<file path="config.mk">
export PLATFORM = sky130hd
export DESIGN_NAME = joypad_poller
export DESIGN_NICKNAME = d
export VERILOG_FILES = /design/src/rtl/joypad_pkg.sv /design/src/rtl/joypad_edge_tracker.sv /design/src/rtl/joypad_poller.sv
export SDC_FILE = /design/constraint.sdc
export NUM_CORES = 1
export LEC_CHECK = 0
export BUFFER_PORTS_ARGS = -buffer_cell sky130_fd_sc_hd__buf_4
export CAP_MARGIN = 15
export CORE_UTILIZATION = 25
export CTS_CLUSTER_DIAMETER = 80
export DETAILED_ROUTE_END_ITERATION = 8
export PLACE_DENSITY = 0.42
export SLEW_MARGIN = 30
export SYNTH_ARGS = -nofsm -noshare
export SYNTH_HDL_FRONTEND = slang
export SYNTH_HIERARCHICAL = 1
export SYNTH_SLANG_ARGS = --single-unit
</file>
<file path="constraint.sdc">
create_clock -name clk -period 4.2 [get_ports clk]
set_clock_uncertainty 0.1 [all_clocks]
set_input_delay 0.42 -clock clk [delete_from_list [all_inputs] [get_ports clk]]
set_output_delay 0.42 -clock clk [all_outputs]
set_load 0.1 [all_outputs]
</file>
<file path="src/rtl/joypad_pkg.sv">
// Shared constants and types for the joypad poller.
// Register map, CTRL/STATE bit positions, FSM encoding.
package joypad_pkg;

  localparam logic [1:0] REG_STATE  = 2'd0;
  localparam logic [1:0] REG_EVENTS = 2'd1;
  localparam logic [1:0] REG_CTRL   = 2'd2;
  localparam logic [1:0] REG_PERIOD = 2'd3;

  localparam int CTRL_EN        = 0;
  localparam int CTRL_IRQ_PRESS = 1;
  localparam int CTRL_IRQ_REL   = 2;

  localparam int STATE_HAVE    = 8;
  localparam int STATE_TIMEOUT = 9;

  localparam logic [23:0] MIN_PERIOD = 24'd16;

  typedef enum logic [1:0] {
    ST_IDLE,
    ST_WAIT_RDY,
    ST_WAIT_DATA,
    ST_UPDATE
  } poll_state_t;

  function automatic logic [23:0] clamp_period(
    input logic [23:0] v
  );
    return (v < MIN_PERIOD) ? MIN_PERIOD : v;
  endfunction

endpackage

</file>
<file path="src/rtl/joypad_edge_tracker.sv">
// Button latch, sticky pressed/released masks, W1C and irq.
// Ports: update+sample in, w1c+mask in, irq enables in; state out.
module joypad_edge_tracker (
  input  logic       clk,
  input  logic       rst,
  input  logic       update,
  input  logic [7:0] sample,
  input  logic       w1c,
  input  logic [15:0] w1c_mask,
  input  logic       irq_press_en,
  input  logic       irq_release_en,
  output logic [7:0] buttons,
  output logic       have_sample,
  output logic [7:0] pressed,
  output logic [7:0] released,
  output logic       irq
);

  logic [7:0] set_p;
  logic [7:0] set_r;
  logic [7:0] clr_p;
  logic [7:0] clr_r;
  logic [7:0] pressed_nxt;
  logic [7:0] released_nxt;

  // Set terms are OR-ed after clearing so a new edge
  // survives a W1C landing in the same cycle.
  always_comb begin
    set_p = '0;
    set_r = '0;
    clr_p = '0;
    clr_r = '0;
    if (update) begin
      set_p = sample & ~buttons;
      set_r = buttons & ~sample;
    end
    if (w1c) begin
      clr_p = w1c_mask[7:0];
      clr_r = w1c_mask[15:8];
    end
    pressed_nxt  = (pressed & ~clr_p) | set_p;
    released_nxt = (released & ~clr_r) | set_r;
  end

  always_ff @(posedge clk) begin
    if (rst) begin
      buttons     <= '0;
      have_sample <= 1'b0;
      pressed     <= '0;
      released    <= '0;
      irq         <= 1'b0;
    end else begin
      pressed  <= pressed_nxt;
      released <= released_nxt;
      if (update) begin
        buttons     <= sample;
        have_sample <= 1'b1;
      end
      irq <= (|pressed_nxt & irq_press_en)
           | (|released_nxt & irq_release_en);
    end
  end

endmodule

</file>
<file path="src/rtl/joypad_poller.sv">
// Poll sequencer and register front end for the NES joypad bridge.
// Ports: clk/rst, bus_* register port, irq, bridge_* handshake.
module joypad_poller
  import joypad_pkg::*;
#(
  parameter int DEFAULT_PERIOD = 20000,
  parameter int TIMEOUT_CYCLES = 4096,
  parameter bit INVERT         = 1'b0
) (
  input  logic        clk,
  input  logic        rst,
  input  logic [1:0]  bus_addr,
  input  logic        bus_wen,
  input  logic [31:0] bus_wdata,
  input  logic        bus_ren,
  output logic [31:0] bus_rdata,
  output logic        irq,
  output logic        bridge_start,
  input  logic        bridge_ready,
  input  logic        bridge_rdata_valid,
  input  logic [7:0]  bridge_rdata
);

  localparam int TW = $clog2(TIMEOUT_CYCLES) + 1;
  localparam logic [TW-1:0] TO_LAST = TW'(TIMEOUT_CYCLES - 1);

  poll_state_t state;
  poll_state_t state_nxt;

  logic [23:0]   period;
  logic [23:0]   period_cnt;
  logic [TW-1:0] to_cnt;
  logic [2:0]    ctrl;
  logic          timeout_flag;
  logic [7:0]    sample;

  logic start_d;
  logic capture;
  logic to_fire;
  logic update;
  logic period_hit;
  logic to_hit;

  logic wr_state;
  logic wr_events;
  logic wr_ctrl;
  logic wr_period;

  logic [7:0] buttons;
  logic       have_sample;
  logic [7:0] pressed;
  logic [7:0] released;
  logic [31:0] rd_word;

  logic unused_wdata;
  assign unused_wdata = ^bus_wdata[31:24];

  assign wr_state  = bus_wen && (bus_addr == REG_STATE);
  assign wr_events = bus_wen && (bus_addr == REG_EVENTS);
  assign wr_ctrl   = bus_wen && (bus_addr == REG_CTRL);
  assign wr_period = bus_wen && (bus_addr == REG_PERIOD);

  // >= so a PERIOD shrunk below the count fires at once.
  assign period_hit = period_cnt >= (period - 24'd1);
  assign to_hit     = to_cnt == TO_LAST;

  always_ff @(posedge clk) begin
    if (rst) state <= ST_IDLE;
    else     state <= state_nxt;
  end

  always_comb begin
    state_nxt = state;
    unique case (1'b1)
      (state == ST_IDLE):
        if (ctrl[CTRL_EN] && period_hit)
          state_nxt = ST_WAIT_RDY;
      (state == ST_WAIT_RDY):
        if (bridge_ready)
          state_nxt = ST_WAIT_DATA;
      (state == ST_WAIT_DATA):
        if (bridge_rdata_valid)
          state_nxt = ST_UPDATE;
        else if (to_hit)
          state_nxt = ST_IDLE;
      (state == ST_UPDATE):
        state_nxt = ST_IDLE;
    endcase
  end

  always_comb begin
    start_d = 1'b0;
    capture = 1'b0;
    to_fire = 1'b0;
    update  = 1'b0;
    unique case (1'b1)
      (state == ST_IDLE): ;
      (state == ST_WAIT_RDY):
        start_d = bridge_ready;
      (state == ST_WAIT_DATA): begin
        capture = bridge_rdata_valid;
        to_fire = !bridge_rdata_valid && to_hit;
      end
      (state == ST_UPDATE):
        update = 1'b1;
    endcase
  end

  always_comb begin
    rd_word = '0;
    unique case (bus_addr)
      REG_STATE:  rd_word = {22'd0, timeout_flag,
                             have_sample, buttons};
      REG_EVENTS: rd_word = {16'd0, released, pressed};
      REG_CTRL:   rd_word = {29'd0, ctrl};
      REG_PERIOD: rd_word = {8'd0, period};
    endcase
  end

  always_ff @(posedge clk) begin
    if (rst) begin
      bridge_start <= 1'b0;
      period_cnt   <= '0;
      to_cnt       <= '0;
      sample       <= '0;
      timeout_flag <= 1'b0;
      ctrl         <= '0;
      period       <= 24'(DEFAULT_PERIOD);
      bus_rdata    <= '0;
    end else begin
      bridge_start <= start_d;
      if (state == ST_IDLE) begin
        if (!ctrl[CTRL_EN]) period_cnt <= '0;
        else if (period_hit) period_cnt <= '0;
        else period_cnt <= period_cnt + 24'd1;
      end
      if (state == ST_WAIT_DATA && !capture && !to_hit)
        to_cnt <= to_cnt + TW'(1);
      else
        to_cnt <= '0;
      if (capture)
        sample <= INVERT ? ~bridge_rdata : bridge_rdata;
      if (to_fire)
        timeout_flag <= 1'b1;
      else if (wr_state && bus_wdata[STATE_TIMEOUT])
        timeout_flag <= 1'b0;
      if (wr_ctrl)
        ctrl <= bus_wdata[2:0];
      if (wr_period)
        period <= clamp_period(bus_wdata[23:0]);
      if (bus_ren)
        bus_rdata <= rd_word;
    end
  end

  joypad_edge_tracker u_edges (
    .clk            (clk),
    .rst            (rst),
    .update         (update),
    .sample         (sample),
    .w1c            (wr_events),
    .w1c_mask       (bus_wdata[15:0]),
    .irq_press_en   (ctrl[CTRL_IRQ_PRESS]),
    .irq_release_en (ctrl[CTRL_IRQ_REL]),
    .buttons        (buttons),
    .have_sample    (have_sample),
    .pressed        (pressed),
    .released       (released),
    .irq            (irq)
  );

endmodule
</file>
==> reports/results.ini, run 1 <==
[outcome]
outcome = finished clean

[global_route]
antenna_found_initial = 0
grt_pass1_vias = 5387
grt_overflow_total = 0
grt_pass1_wl_um = 29600
grt_use_total_pct = 14.3
grt_max_degree = 90

[synth]
synthFlopType = dfxtp_1
ys_warn_count = 6
async_flop_share_pct = 0
synth.area.top_cells = dfxtp_1 38%, nand2_1 5.5%, nor2_1 5.4%
synth-compound-area-share_pct = 12.2
ys_seq_area_share_pct = 38.4
synth-seq-cells = 126
syn-cell-area_um2 = 6580
muxShareOfSynthArea_pct = 6.47
yosysUniqueCellTypes = 59
synthAdderAreaFrac_pct = 5.14
synthDominantCellAreaShare_pct = 38.4
synth_edf_count = 0
synth_area_leader_cell = dfxtp_1
synthXorXnorAreaFrac_pct = 5.33
postSynthAreaPerCell_um2 = 8.47
synthSimpleGateAreaFrac_pct = 27.1
synth_top_family_by_area = simple AND/OR/NAND/NOR gates
synthCells = 776

[timing]
max_freq_mhz = 270
rsz0062_at_grt = false
finalCriticalPeriod_ns = 3.70
setup_ws_ns = 0.502
setup_viol = 0
final_hold_viol_count = 0
tightest_slew_ns = 0.948
maxSlewHeadroom_pct = 36.8
setup_tns_ns = 0
fin_crit_sh_pct = 88.1
drv_slew = 0

[cts]
cts_sinks = 126
clk_latency_ns = 0.42
cts_buffer_depth = 2
ctsHoldBuffers = 0
cts_tree = done
clkSlewWorstSetupHoldPaths_ns = 0.06
cts_root_buffer = clkbuf_16
post-cts-setup-buffers = 0
htreeDepth = 4
cts_buffers = 17
cts_resized = 0

[hold_path]
worstHoldStart = bridge_rdata[0]
holdPathStages = 3
hold_class = input port to flip-flop
worstHoldEndpoint = sample[0]$_SDFFE_PP0P_

[finish]
fin_area_um2 = 7950
final_util_pct = 31.2
n_antenna_cell = 0
synthToLayoutAreaGrowth_pct = 20.9
final-instance-count-excl-fill = 1165
fin_nets = 898
drive_gt1_share_pct = 15.8

[placed_design]
dp.cells = 1134
place_hpwl_um = 13300
portBuffers = 65
place_ws_ns = 0.485
place.gp.congestion = 0.727
dpl-instance-area_um2 = 7300

[worst_setup_path]
worstPathMaxFanout = 10
endpoint_kind = flip-flop
r2r_start = period[6]$_SDFFE_PP0P_
startpoint_type = flip-flop
path_class = flip-flop to flip-flop
cp.required_ns = 4.43
timing.rr.end = period_cnt[2]$_SDFFE_PP0N_
r2r_slack_ns = 0.50
cp.arrival_ns = 3.93
reg2regPathDepth = 12

[detailed_routing]
post_drt_wl_per_cell_um = 16.0
post-route-drc-count = 0
routed_wl_um = 18600
route.vias.total = 5554
drtIter0Drc = 334
ant_nets = 0
drt_first_pass_iters = 5
vias_per_cell = 4.77

[floorplan]
start_util_pct = 25.8
die-area_um2 = 27000
fp.dieH_um = 164
die_x_um = 164
io_pins = 82
core_area_um2 = 25500
row_count = 58

[run]
maxCapViolCount = 0

[pwr]
power_density_nw_per_um2 = 398
max-vdd-ir-drop_v = 0.000228
p_leak_nw = 3.08

[cells by family after synthesis]
| family | after synthesis |
|---|---|
| flops | 126 |
| simple gates | 353 |
| mux | 38 |
| xor+xnor | 40 |
| other cells | 1 |
| fa+ha+maj | 27 |
| compound gates | 121 |
| buf+inv | 70 |
[state kept, by name, indices dropped and copies added (netlist names), 3 cells and up]
signal,flops
bus_rdata,24
period,24
period_cnt,24
to_cnt,13
sample,8
u_edges/buttons,8
u_edges/pressed,8
u_edges/released,8
ctrl,3
[final cells by class]
type	count	area [um2]
fillers	2707	17500
flip-flops and latches	126	2520
inverters	13	48.8
well taps	330	413
clock buffers	17	425
clock inverters	14	230
multi-input cells	587	3730
repair buffers	78	586
[metal layers]
layer	track usage [%]	vias up	part of all wire (%)
met1	19.5	2606	49
li1	-	2833	-
met4	3.16	0	0.54
met5	0	-	0
met3	3.11	7	4.0
met2	22.8	108	47
[critical path: stages (launching register included)]
cell,delay [ns]
dfxtp_1,0.37
or4_4,0.60
nor4_4,0.23
nand3_1,0.22
nor3_1,0.26
xnor2_1,0.16
ha_1,0.27
nand4_1,0.18
nor3_1,0.08
nor4_1,0.31
and3_1,0.26
nand3_2,0.24
o311ai_1,0.32
[worst max-delay path by stage]
stage                                      start                          to  slack [ns]  depth (start not counted)
after floorplan           period[6]$_SDFFE_PP0P_  period_cnt[2]$_SDFFE_PP0N_        0.82                         14
after global placement    period[6]$_SDFFE_PP0P_  period_cnt[2]$_SDFFE_PP0N_        0.56                         12
after detailed placement  period[6]$_SDFFE_PP0P_  period_cnt[2]$_SDFFE_PP0N_        0.48                         12
after CTS                 period[6]$_SDFFE_PP0P_  period_cnt[2]$_SDFFE_PP0N_        0.47                         12
after global routing      period[3]$_SDFFE_PP0P_  period_cnt[2]$_SDFFE_PP0N_        0.19                         13
final                     period[6]$_SDFFE_PP0P_  period_cnt[2]$_SDFFE_PP0N_        0.50                         12
[Yosys cell counts (6+ instances only)]
cell type / count
clkbuf_1: 35
nor2_1: 94
mux2i_1: 29
xor2_1: 15
nor3_1: 13
mux2_2: 6
nand2b_1: 14
nand3b_1: 13
o2111ai_1: 12
nand3_1: 26
ha_1: 27
buf_4: 8
a211oi_1: 16
o21ai_0: 6
nand4_1: 14
and3_1: 13
a21oi_1: 51
nor4_1: 19
a32oi_1: 8
inv_1: 13
a2bb2oi_1: 9
buf_2: 6
nand2_1: 97
nor2b_1: 11
xnor2_1: 25
and2_1: 6
dfxtp_1: 126
[power by group]
group          leakage, nW  internal [W]  switching [W]
sequential            1.02       0.00121      0.0000190
clock                0.317       0.00107       0.000610
combinational         1.75     0.0000813       0.000180
total                 3.08       0.00236       0.000809
[cell usage in the layout, fill, tap and decap left out, types with 3 or more instances in the layout]
cell       netlist  final
and3_1          13     13
xor2_1          15     15
nor4_1          19     19
nand4_1         14     14
nor3b_1          5      5
mux4_2           3      3
a31oi_1          3      3
a21oi_1         51     51
inv_1           13     13
bufinv_16        0      5
clkbuf_16        0     17
nand2b_1        14     14
nor2_1          94     94
nor3_1          13     13
xnor2_1         25     25
a2bb2oi_1        9      9
conb_1           1      8
o21ai_0          6      6
mux2_2           6      6
dfxtp_1        126    126
nor2b_1         11     11
and3b_1          4      4
o2111ai_1       12     12
nand3b_1        13     13
inv_6            0      5
and4_1           5      5
a211oi_1        16     16
a32oi_1          8      8
nand2_1         97     97
and2_1           6      5
or3_1            3      3
mux2i_1         29     29
nand3_1         26     26
buf_4            8     78
a22oi_1          4      4
ha_1            27     27
[through the flow]
stage / hold WS, ns / power, W
finish: 0.126 / 0.00317
global placement: 0.337 / 0.00152
detailed placement: 0.336 / 0.00152
global route: 0.125 / 0.00328
floorplan: 0.324 / 0.00144
CTS: 0.109 / 0.00321
Note: power is estimated with default switching activity, not from simulation.
==> inputs of run 2 (changes only) <==
--- a/config.mk
+++ b/config.mk
@@ -7,10 +7,12 @@
 export LEC_CHECK = 0
 export BUFFER_PORTS_ARGS = -buffer_cell sky130_fd_sc_hd__buf_4
 export CAP_MARGIN = 15
+export CELL_PAD_IN_SITES_DETAIL_PLACEMENT = 1
+export CELL_PAD_IN_SITES_GLOBAL_PLACEMENT = 1
 export CORE_UTILIZATION = 25
 export CTS_CLUSTER_DIAMETER = 80
 export DETAILED_ROUTE_END_ITERATION = 8
-export PLACE_DENSITY = 0.42
+export PLACE_DENSITY = 0.52
 export SLEW_MARGIN = 30
 export SYNTH_ARGS = -nofsm -noshare
 export SYNTH_HDL_FRONTEND = slang
==> run 2 against run 1 <==
  * Final cell count did not move
  * Worst hold slack improved by 0.00072 ns
  * Critical path type unchanged
  * Setup slack got worse by 0.089 ns
  * Largest power group unchanged
==> reports/results.ini, run 2 (same netlist as run 1, synthesis figures left out) <==
[timing]
maxSlewHeadroom_pct = 43.3  ; +6.5 points
setup_ws_ns = 0.412  ; -0.0895 ns
tightest_slew_ns = 0.848  ; -0.100 ns
finalCriticalPeriod_ns = 3.79  ; +0.0895 ns
rsz0062_at_grt = false
setup_viol = 0  ; unchanged
final_hold_viol_count = 0  ; unchanged
drv_slew = 0  ; unchanged
setup_tns_ns = 0  ; unchanged
fin_crit_sh_pct = 90.2  ; +2.1 points
max_freq_mhz = 264  ; -2.4%

[global_route]
grt_pass1_wl_um = 31800  ; +7.4%
grt_overflow_total = 0  ; unchanged
antenna_found_initial = 0  ; unchanged
grt_pass1_vias = 5758  ; +6.9%
grt_use_total_pct = 15.3  ; +1.1 points
grt_max_degree = 95  ; +5.6%

[floorplan]
core_area_um2 = 25500  ; unchanged
die-area_um2 = 27000  ; unchanged
start_util_pct = 25.8  ; unchanged
io_pins = 82  ; unchanged
row_count = 58  ; unchanged
fp.dieH_um = 164  ; unchanged
die_x_um = 164  ; unchanged

[hold_path]
hold_class = input port to flip-flop

[cts]
clk_latency_ns = 0.42  ; about the same
cts_sinks = 126  ; unchanged
ctsHoldBuffers = 0  ; unchanged
clkSlewWorstSetupHoldPaths_ns = 0.07  ; about the same
cts_root_buffer = clkbuf_16
cts_tree = done
htreeDepth = 4  ; unchanged
cts_resized = 0  ; unchanged
cts_buffers = 17  ; unchanged
cts_buffer_depth = 2  ; unchanged
post-cts-setup-buffers = 0  ; unchanged

[run]
maxCapViolCount = 0  ; unchanged

[detailed_routing]
routed_wl_um = 19800  ; +6.3%
drt_first_pass_iters = 4  ; -1
route.vias.total = 5673  ; +2.1%
post_drt_wl_per_cell_um = 17.0  ; +6.3%
drtIter0Drc = 237  ; -29%
post-route-drc-count = 0  ; unchanged
vias_per_cell = 4.87  ; +2.1%
ant_nets = 0  ; unchanged

[finish]
mostFrequentLayoutCells = 126 x dfxtp_1, 97 x nand2_1, 94 x nor2_1
nFillCells = 3020  ; +12%
n_antenna_cell = 0  ; unchanged
synthToLayoutAreaGrowth_pct = 20.3
final_common_cell = dfxtp_1
fin_nets = 898  ; unchanged
drive_gt1_share_pct = 15.8  ; unchanged
reg_top3 = bus_rdata: 24 flops, period: 24 flops, period_cnt: 24 flops

[placed_design]
place.gp.congestion = 0.717  ; -1.3%
portBuffers = 65  ; unchanged
place_hpwl_um = 14200  ; +7.1%
place_ws_ns = 0.414  ; -0.0713 ns

[pwr]
power_w = 0.00306  ; -3.5%
max-vdd-ir-drop_v = 0.000218  ; -4.6%
power_density_nw_per_um2 = 386  ; -3.0%
p_leak_nw = 3.06  ; -0.76%

[worst_setup_path]
endpoint_kind = flip-flop
path_cells = or4_4 -> nor4_4 -> nand3_1 -> nor3_1 -> xnor2_1 -> ha_1 -> nand4_1 -> nor3_1 -> nor4_1 -> and3_1 -> nand3_2 -> o311ai_1
crit_slowest_cell = or4_4
startpoint_type = flip-flop
cp.arrival_ns = 4.01  ; +0.08 ns
worstPathMaxFanout = 10  ; unchanged
slowest_delay_ns = 0.60  ; about the same
path_class = flip-flop to flip-flop
cp_common_cell = nor3_1
cp.required_ns = 4.42  ; about the same

[outcome]
outcome = finished clean

==> run 2: changes by cell type in the layout (fill, tap and decap cells not counted), sizes merged <==
cell / previous run / this run
bufinv: 5 / 3
inv: 19 / 18
clkinv: 2 / 4
clkinvlp: 1 / 2
==> run 2: per-layer routing <==
layer,up-vias,global-route usage (%),wire length [um]
met5,-,0,0
met4,0,3.54,161
met3,12,3.03,762
met2,80,24.8,9180
met1,2752,20.8,9660
li1,2829,-,-
==> run 2: area by class of cell <==
class	instances	area [um2]	share of cell area [%]
Multi-Input combinational cell	587	3730	47.1
Timing Repair Buffer	78	589	7.45
Clock inverter	14	183	2.31
Sequential cell	126	2520	31.9
Tap cell	330	413	5.22
Inverter	13	48.8	0.617
Clock buffer	17	425	5.38
==> run 2: worst paths after layout <==
path / startpoint / end / slack (ns) / depth (start not counted)
min reg2reg: to_cnt[12]$_SDFF_PP0_ / to_cnt[12]$_SDFF_PP0_ / 0.35 / 2
min: bridge_rdata[4] / sample[4]$_SDFFE_PP0P_ / 0.13 / 3
max reg2reg: period[6]$_SDFFE_PP0P_ / period_cnt[2]$_SDFFE_PP0N_ / 0.41 / 12
max: period[6]$_SDFFE_PP0P_ / period_cnt[2]$_SDFFE_PP0N_ / 0.41 / 12
==> run 2: stage by stage <==
step | util (%) | instance area (um2) | hold WS, ns | cells
after floorplan | - | 6600 | 0.324 | 783
after global placement | 28.6 | 7300 | 0.336 | 1134
after detailed placement | 28.6 | 7300 | 0.344 | 1134
after CTS | 31.0 | 7910 | 0.107 | 1165
after global routing | 31.0 | 7910 | 0.126 | 1165
final | 31.0 | 7910 | 0.126 | 1165
==> run 2: where the power goes <==
part	internal, W	switching, W	leakage [nW]
combinational	0.0000816	0.000181	1.75
sequential	0.00121	0.0000199	1.02
clock	0.000943	0.000619	0.293
total	0.00224	0.000820	3.06
==> run 2: worst max-delay path, delay by kind of cell, from the launching register on <==
family	cells	cell delay [ns]
flops	1	0.38
simple gates	9	2.46
xor+xnor	1	0.16
compound gates	1	0.32
fa+ha+maj	1	0.26
==> inputs of run 3 (changes only) <==
--- a/config.mk
+++ b/config.mk
@@ -16,5 +16,4 @@
 export SLEW_MARGIN = 30
 export SYNTH_ARGS = -nofsm -noshare
 export SYNTH_HDL_FRONTEND = slang
-export SYNTH_HIERARCHICAL = 1
 export SYNTH_SLANG_ARGS = --single-unit
==> run 3 against run 2 <==
  * The flow now finishes with violations (negative setup slack)
  * First-iteration DRC count up 0.42%
  * Worst hold slack hardly changed
  * Combinational power increased by 9.9%
  * Cell area is 4.2% higher
  * Final cell count is 5.7% higher
  * Clock power is 7% higher
  * Fmax decreased by 12%
  * Area after synthesis fell by 1.3%
==> reports/results.ini, run 3 <==
[outcome]
outcome = complete, but fails checks
violations = negative setup slack

[placed_design]
dp.cells = 1193  ; +5.2%
portBuffers = 65  ; unchanged
place_hpwl_um = 14900  ; +4.9%
place.gp.congestion = 0.747  ; +4.1%

[finish]
n_antenna_cell = 0  ; unchanged
final_common_cell = nand2_1
drive_gt1_share_pct = 19.3  ; +3.5 points
multiInputGateArea_um2 = 3780  ; +1.4%
fin_nets = 964  ; +7.3%
nFillCells = 3013  ; -0.23%
synthToLayoutAreaGrowth_pct = 27.0
seq_area_um2 = 2520  ; about the same
final-instance-count-excl-fill = 1231  ; +5.7%
final_util_pct = 32.5  ; +1.5 points
reg_top3 = bus_rdata: 24 flops, period: 24 flops, period_cnt: 24 flops
mostFrequentLayoutCells = 133 x nand2_1, 125 x dfxtp_1, 102 x buf_4

[synth]
synthSimpleGateAreaFrac_pct = 30.4  ; +3.3 points
ys_warn_count = 0  ; -6
synthFlopType = dfxtp_1
synth_area_leader_cell = dfxtp_1
muxShareOfSynthArea_pct = 5.32  ; -1.1 points
synth-seq-cells = 126  ; unchanged
ys_seq_area_share_pct = 38.9  ; +0.51 points
yosysMostFrequentCell = nand2_1
synthCells = 806  ; +3.9%
synth_top_family_by_area = simple AND/OR/NAND/NOR gates
synthDominantCellAreaShare_pct = 38.9  ; +0.51 points
synthAdderAreaFrac_pct = 5.21  ; +0.068 points
synth.area.top_cells = dfxtp_1 39%, nand2_1 7.7%, a21oi_1 5.5%
syn-cell-area_um2 = 6490  ; -1.3%
synth-compound-area-share_pct = 11.6  ; -0.55 points
synth.top_cells.by_count = 133 x nand2_1, 126 x dfxtp_1, 83 x nor2_1, 71 x a21oi_1, 53 x nand3_1
synthXorXnorAreaFrac_pct = 4.32  ; -1.0 points
synth_edf_count = 0  ; unchanged
yosysUniqueCellTypes = 54  ; -8.5%
postSynthAreaPerCell_um2 = 8.05  ; -5.0%
async_flop_share_pct = 0  ; unchanged

[floorplan]
io_pins = 82  ; unchanged
die-area_um2 = 26600  ; -1.3%
fp.dieH_um = 163  ; -0.65%
row_count = 58  ; unchanged
die_x_um = 163  ; -0.65%
start_util_pct = 25.6  ; -0.19 points
core_area_um2 = 25300  ; -0.57%

[timing]
fin_crit_sh_pct = 103  ; +13 points
tightest_slew_ns = 0.868  ; +0.0200 ns
finalCriticalPeriod_ns = 4.31  ; +0.526 ns
drv_slew = 0  ; unchanged
max_freq_mhz = 232  ; -12%
setup_ws_ns = -0.114  ; -0.526 ns
maxSlewHeadroom_pct = 42.1  ; -1.1 points
final_hold_viol_count = 0  ; unchanged
setup_viol = 7  ; +7
rsz0062_at_grt = true

[global_route]
grt_max_degree = 58  ; -39%
grt_overflow_total = 0  ; unchanged
grt_use_total_pct = 16.3  ; +0.97 points
antenna_found_initial = 0  ; unchanged
grt_pass1_wl_um = 33100  ; +4.1%
grt_pass1_vias = 5965  ; +3.6%

[cts]
cts_buffers = 17  ; unchanged
htreeDepth = 4  ; unchanged
clk_latency_ns = 0.42  ; about the same
cts_root_buffer = clkbuf_16
ctsHoldBuffers = 0  ; unchanged
cts_sinks = 126  ; unchanged
cts_buffer_depth = 2  ; unchanged
cts_tree = done
clkSlewWorstSetupHoldPaths_ns = 0.06  ; about the same

[hold_path]
hold_class = input port to flip-flop

[worst_setup_path]
slowest_delay_ns = 0.55  ; -0.05 ns
endpoint_kind = flip-flop
path_cells = or4_4 -> nor2_4 -> nand2_2 -> or4_4 -> or3_4 -> nor2b_2 -> xnor2_1 -> ha_1 -> nand4_1 -> nor2_2 -> nor4_2 -> nand2_1 -> or3b_4 -> or4_1 -> a31oi_1
path_class = flip-flop to flip-flop
startpoint_type = flip-flop
cp_common_cell = or4_4
cp.required_ns = 4.44  ; +0.02 ns
worstPathMaxFanout = 8  ; -2
crit_slowest_cell = or4_4
cp_top_family = simple AND/OR/NAND/NOR gates
cp.arrival_ns = 4.56  ; +0.55 ns
path_buf_inv = 0  ; unchanged

[pwr]
power_w = 0.00319  ; +4.4%
power_density_nw_per_um2 = 387  ; +0.15%
p_leak_nw = 3.24  ; +6.0%
max-vdd-ir-drop_v = 0.000172  ; -21%

[detailed_routing]
vias_per_cell = 4.83  ; -0.86%
route.vias.total = 5943  ; +4.8%
ant_nets = 0  ; unchanged
drt_first_pass_iters = 4  ; unchanged
post_drt_wl_per_cell_um = 17.1  ; +0.79%
routed_wl_um = 21000  ; +6.5%
post-route-drc-count = 0  ; unchanged
drtIter0Drc = 238  ; +0.42%

[run]
maxCapViolCount = 0  ; unchanged

## run 3: per-stage QoR
step | cell area, um2 | TNS [ns] | setup WS, ns | hold WS, ns
floorplan | 6520 | 0 | 0.00521 | 0.334
global placement | 7460 | -2.29 | -0.288 | 0.357
detailed placement | 7470 | -2.86 | -0.324 | 0.362
CTS | 8140 | -1.14 | -0.172 | 0.109
global route | 8240 | -5.21 | -0.374 | 0.136
finish | 8240 | -0.713 | -0.114 | 0.126
## run 3: worst min-delay path: stages
cell and delay, ns:
buf_4 0.07, mux2i_1 0.05, nor2_1 0.07
## run 3: metal layers
| layer | wire length (um) | global-route usage (%) | share of wire, % | up-vias |
|---|---|---|---|---|
| met4 | 251 | 4.59 | 1.2 | 0 |
| li1 | - | - | - | 2991 |
| met1 | 10500 | 22.3 | 50 | 2865 |
| met3 | 611 | 3.10 | 2.9 | 16 |
| met2 | 9690 | 25.8 | 46 | 71 |
| met5 | 0 | 0 | 0 | - |
## run 3: cell type report
class / instances / share of cell area (%)
inverters: 15 / 0.683
multi-input cells: 622 / 45.9
well taps: 330 / 5.01
clock buffers: 18 / 5.33
repair buffers: 107 / 9.90
clock inverters: 13 / 2.58
flip-flops and latches: 126 / 30.6
## run 3: power by group
part / internal [W] / leakage (nW) / switching [W]
Clock: 0.00107 / 0.320 / 0.000604
Sequential: 0.00121 / 1.02 / 0.0000147
Combinational: 0.0000949 / 1.91 / 0.000194
Total: 0.00238 / 3.24 / 0.000813
## run 3: worst paths after layout
| kind | start | endpoint | slack (ns) | depth (start not counted) |
|---|---|---|---|---|
| max | period[5]$_SDFFE_PP1P_ | period_cnt[22]$_SDFFE_PP0N_ | -0.11 | 15 |
| min | bridge_rdata[2] | sample[2]$_SDFFE_PP0P_ | 0.13 | 3 |
| max reg2reg | period[5]$_SDFFE_PP1P_ | period_cnt[22]$_SDFFE_PP0N_ | -0.11 | 15 |
| min reg2reg | to_cnt[0]$_SDFF_PP0_ | to_cnt[0]$_SDFF_PP0_ | 0.37 | 1 |
## run 3: kinds of logic (layout without fill, tap and decap cells)
kind of cell,count (synthesis),count (layout)
fa+ha+maj,27,27
xor+xnor,32,32
simple gates,396,396
other cells,1,8
flops,126,126
buf+inv,65,153
mux,30,30
compound gates,129,129
## run 3: repair_timing
| item | in CTS | in global routing |
|---|---|---|
| endpoints found under the setup margin | 24 | 25 |
| pin swaps | 9 | 7 |
| cloned | 0 | 2 |
| gates resized for setup | 6 | 16 |
| setup buffers | 0 | 5 |
